===== config.mk =====
export PLATFORM = sky130hd
export DESIGN_NAME = alu_mc
export DESIGN_NICKNAME = d
export VERILOG_FILES = /design/src/rtl/alu_pkg.sv /design/src/rtl/alu_comb_core.sv /design/src/rtl/alu_mc.sv
export SDC_FILE = /design/constraint.sdc
export NUM_CORES = 1
export LEC_CHECK = 0
export ABC_AREA = 1
export CORE_MARGIN = 4
export CORE_UTILIZATION = 30
export CTS_CLUSTER_SIZE = 8
export DETAILED_ROUTE_END_ITERATION = 16
export GPL_TIMING_DRIVEN = 0
export SLEW_MARGIN = 15
export SYNTH_ARGS = -nofsm -noshare
export SYNTH_HDL_FRONTEND = slang
export SYNTH_SLANG_ARGS = --single-unit

===== constraint.sdc =====
create_clock -name clk -period 3.5 [get_ports clk]
set_input_delay 0.35 -clock clk [delete_from_list [all_inputs] [get_ports clk]]
set_output_delay 0.35 -clock clk [all_outputs]
set_load 0.03 [all_outputs]

===== src/rtl/alu_pkg.sv =====
// Shared encodings and reset constants for the multi-cycle 4-bit lab ALU.
package alu_pkg;

    // Operation select on MODE
    localparam logic [1:0] MODE_ADD = 2'd0;
    localparam logic [1:0] MODE_AND = 2'd1;
    localparam logic [1:0] MODE_GT  = 2'd2;
    localparam logic [1:0] MODE_SHR = 2'd3;

    // Control states: IDLE takes a request, SHIFT runs the bit-serial shifter,
    // DONE holds the result until the consumer takes it.
    typedef enum logic [1:0] {
        IDLE  = 2'd0,
        SHIFT = 2'd1,
        DONE  = 2'd2
    } state_t;

    // Values forced by reset
    localparam state_t RST_STATE     = IDLE;
    localparam logic   RST_OUT_VALID = 1'b0;

endpackage


===== src/rtl/alu_comb_core.sv =====
// Single-cycle ADD/AND/GT/SHR evaluator. The multi-cycle top only uses the
// SHR leg for a zero shift amount; the general shift keeps it usable as a
// stand-alone reference model.
module alu_comb_core
    import alu_pkg::*;
#(
    parameter int WIDTH = 4
) (
    input  logic [WIDTH-1:0]   i_a,
    input  logic [WIDTH-1:0]   i_b,
    input  logic [1:0]         i_mode,
    output logic [2*WIDTH-1:0] o_res
);

    logic [WIDTH:0] w_sum;

    assign w_sum = {1'b0, i_a} + {1'b0, i_b};

    // Select the operation and zero-extend the result to 2*WIDTH bits
    always_comb begin
        o_res = '0;
        case (i_mode)
            MODE_ADD: o_res[WIDTH:0]   = w_sum;
            MODE_AND: o_res[WIDTH-1:0] = i_a & i_b;
            MODE_GT:  o_res[0]         = (i_a > i_b);
            MODE_SHR: o_res[WIDTH-1:0] = i_a >> i_b;
            default:  o_res            = '0;
        endcase
    end

endmodule


===== src/rtl/alu_mc.sv =====
// Multi-cycle, handshaked ALU. ADD/AND/GT (and SHR by zero) finish in one
// edge; SHR by B>0 shifts one bit per cycle for exactly B cycles.
module alu_mc
    import alu_pkg::*;
#(
    parameter int WIDTH = 4,
    parameter int CNT_W = 16
) (
    input  logic               clk,
    input  logic               rst_n,
    input  logic               in_valid,
    output logic               in_ready,
    input  logic [WIDTH-1:0]   A,
    input  logic [WIDTH-1:0]   B,
    input  logic [1:0]         MODE,
    output logic               out_valid,
    input  logic               out_ready,
    output logic [2*WIDTH-1:0] OUT,
    output logic [CNT_W-1:0]   txn_cnt
);

    state_t               r_state;
    logic [WIDTH-1:0]     r_acc;
    logic [WIDTH-1:0]     r_cnt;
    logic [2*WIDTH-1:0]   r_out;
    logic                 r_out_valid;
    logic [CNT_W-1:0]     r_txn_cnt;

    logic                 w_accept;
    logic                 w_single;
    logic [2*WIDTH-1:0]   w_core_res;
    logic [WIDTH-1:0]     w_acc_nxt;

    // in_ready is purely a state decode so it reads 1 while reset is held
    assign in_ready  = (r_state == IDLE);
    assign w_accept  = in_valid && in_ready;
    // Everything except a non-zero shift completes on the accepting edge
    assign w_single  = (MODE != MODE_SHR) || (B == '0);
    assign w_acc_nxt = r_acc >> 1;

    alu_comb_core #(.WIDTH(WIDTH)) u_core (
        .i_a    (A),
        .i_b    (B),
        .i_mode (MODE),
        .o_res  (w_core_res)
    );

    // Control FSM with bit-serial shifter, result register and handoff counter
    always_ff @(posedge clk or negedge rst_n) begin
        if (!rst_n) begin
            r_state     <= RST_STATE;
            r_acc       <= '0;
            r_cnt       <= '0;
            r_out       <= '0;
            r_out_valid <= RST_OUT_VALID;
            r_txn_cnt   <= '0;
        end else begin
            case (r_state)
                IDLE: begin
                    if (w_accept) begin
                        if (w_single) begin
                            r_out       <= w_core_res;
                            r_out_valid <= 1'b1;
                            r_state     <= DONE;
                        end else begin
                            r_acc   <= A;
                            r_cnt   <= B;
                            r_state <= SHIFT;
                        end
                    end
                end
                SHIFT: begin
                    // No early exit on acc==0: latency is always B+1 edges
                    r_acc <= w_acc_nxt;
                    r_cnt <= r_cnt - WIDTH'(1);
                    if (r_cnt == WIDTH'(1)) begin
                        r_out       <= {{WIDTH{1'b0}}, w_acc_nxt};
                        r_out_valid <= 1'b1;
                        r_state     <= DONE;
                    end
                end
                DONE: begin
                    // OUT is held; counter wraps silently
                    if (out_ready) begin
                        r_out_valid <= 1'b0;
                        r_txn_cnt   <= r_txn_cnt + CNT_W'(1);
                        r_state     <= IDLE;
                    end
                end
                default: begin
                    r_out_valid <= 1'b0;
                    r_state     <= IDLE;
                end
            endcase
        end
    end

    assign out_valid = r_out_valid;
    assign OUT       = r_out;
    assign txn_cnt   = r_txn_cnt;

endmodule


==> reports/qor.txt <==
Crit-path slowest cell - clkdlybuf4s50_1
Kind of critical path - flop to output pin
TritonCTS Buffers - 5
First DRT Iteration DRCs - 110
Final period utilization - 0.585
IO Count - 40
NumNets Final - 376
GRT Util Overall - 0.126
Gates resized, CTS repair - 0
Worst setup EP type - output pin
Slew headroom - 0.536
DR vias - 1991
Final setup fails - 0
Layout cells sized above 1 - 0.0741
Detailed Routing Iterations Pass 1 - 4
Peak supply drop - 0.000171 V
Root buffer cell - clkbuf_8
Internal - 0.927 mW
Die area - 8550 um2
Clock Tree Buf Depth - 2
Startpoint types - flop
Largest net degree at the start of global routing - 32
Final core utilization - 0.396
Routed wire length - 5.07 mm
Hold Crit Class - input pin to async pin
Placer Congestion - 0.850
Synthesized area - 2140 um2
Setup TNS - 0 ps
Total chip power - 1.63 mW
Drt drc - 0
Total gr overflow - 0
CTS sink count - 31
Non-Filler Instances - 447
Vias in the first global route - 1878
Antenna cells - 0
CTS Hold Buffers Added - 0
Placed cell area - 2620 um2
Worst skew pair latency - 290 ps
CTS tree - done
Final instance area - 2720 um2
Max Freq - 488 MHz
Clock network power share - 0.193
Final-report hold violation count - 0
Power density over the cells - 599 nW/um2
Initial antenna violation count - 0
CP top delay family - buffers and inverters
Final setup margin - 1450 ps
Gate Count Post-Synth - 305
Initial Util - 0.311
Die Span X - 92.5 um
Hold slack final - 108 ps
ANT nets after route - 0
Setup Skew - 7.89 ps
Seq pwr share - 0.343
Flop2flop setup slack - 2020 ps
Critical path data arrival time - 1700 ps
Dpl ws - 1160 ps
Worst slew pin tran - 696 ps
Buffers plus inverters on the worst setup path - 1
Max Cap Viol - 0
Postcts setup bufs - 0
Combinational fraction of design power - 0.464
Row count - 30
Unrepaired setup endpoints after global routing - false
Status - completed
Mean Syn Cell Area - 7.01 um2
Switching power of the nets - 0.704 mW
Synth Register Bits - 31
Hpwl dp - 4.02 mm
Yosys top cell area share - 0.363
Lkg Pwr - 1.36 nW
Post-synthesis sequential area ratio - 0.363
Routed vias/inst - 4.45
Netlist cell types - 26
DP Cell Count - 439
Die Ht - 92.5 um
Layout area overhead - 27.3%
CP max FO - 5
First-pass GRT wire length - 8.80 mm
Critical Path, Cell by Cell - nor2_1, clkdlybuf4s50_1
H-tree depth - 2
Largest cells by area after synthesis - dfrtp_1, nand2_1, inv_1
Max-slew violations - 0
Port bufs - 36
CP Data Required Time - 3150 ps
YS warnings - 0
Critical Path Max Stage Delay - 720 ps
Core area - 6870 um2
Final Critical Period - 2050 ps
Dominant cell type by area after synthesis - dfrtp_1
Wirelength per Cell - 11.3 um
Worst-path clk slew - 70 ps
Sw Ratio - 0.432
-- final timing paths --
check                                        from                 endpoint  cells past startpoint
min in group clk            out_valid$_DFFE_PN0P_    out_valid$_DFFE_PN0P_                      2
min reg2reg                 out_valid$_DFFE_PN0P_    out_valid$_DFFE_PN0P_                      2
max reg2reg                r_state[0]$_DFFE_PN0P_       OUT[2]$_DFFE_PN0P_                      7
max in group asynchronous                   rst_n   txn_cnt[5]$_DFFE_PN0P_                      1
min                                         rst_n  txn_cnt[14]$_DFFE_PN0P_                      1
max                        r_state[1]$_DFFE_PN0P_                 in_ready                      2
-- sequential cells by signal, summed over array words and instances, names as in the netlist --
register and count:
OUT 5, r_acc 3, out_valid 1, r_cnt 4, r_state 2, txn_cnt 16
-- worst register-to-register path, cell delays in order, from the launching register on --
cell and delay (ps):
dfrtp_1 410, inv_2 100, nor2_2 360, a21oi_2 140
nand2_2 180, nor2_1 70, nand2_1 60, nand3_1 60
-- placed cells by master, fill, tap and decap left out, types with 5 or more instances in the layout --
cell type / count
ha_1: 11
dfrtp_1: 31
xor2_1: 9
inv_1: 43
clkbuf_8: 7
a21oi_1: 6
nor3_1: 5
clkdlybuf4s50_1: 35
nor2_1: 21
nand3_1: 30
nand2_1: 100
nand4_1: 6
o21ai_0: 17
-- cell type report --
type,count,area (um2)
inverter,44,165
buffer,5,32.5
fill,735,4150
clock buffer,8,100
multi-input combinational,227,1170
tap,96,120
sequential,31,776
timing repair buffer,36,355
-- layer usage --
layer / global-route usage / up-vias / part of all wire
li1: - / 1050 / -
met1: 0.175 / 896 / 0.50
met2: 0.192 / 37 / 0.45
met3: 0.0252 / 8 / 0.033
met4: 0.0483 / 0 / 0.017
met5: 0 / - / 0
-- cells by family (layout without fill, tap and decap cells) --
kind of cell / count (synthesis) / in the layout / share of synthesized area
AOI/OAI and AO/OA: 27 / 27 / 0.0684
xor gates and xnor gates: 9 / 9 / 0.0368
adders and majority gates: 12 / 12 / 0.0737
buffers and inverters: 49 / 93 / 0.0924
DFF: 31 / 31 / 0.363
other: 1 / 3 / 0.00175
and+or+nand+nor: 176 / 176 / 0.364
-- synthesized netlist by cell type --
library cell,number
nand3_1,30
inv_2,1
a31oi_1,1
fa_1,1
o21bai_1,1
a21oi_2,2
or2_2,3
nand2_1,100
inv_1,43
nor2_2,2
dfrtp_1,31
o21ai_0,17
nor3_1,5
ha_1,11
nand3_4,1
nand3b_1,3
a21oi_1,6
buf_2,2
nand4_1,6
buf_4,3
and3_1,1
conb_1,1
nor2_1,21
xor2_1,9
nor2_4,2
nand2_2,2
-- power groups by stage --
stage               Clock (mW)  Sequential, mW  Combinational (mW)
floorplan                    0           0.659               0.399
global placement             0           0.566               0.749
detailed placement           0           0.567               0.764
CTS                      0.325           0.561               0.767
global route             0.338           0.579               0.852
finish                   0.315           0.560               0.757
No activity file was read; power rests on OpenSTA's default activity.
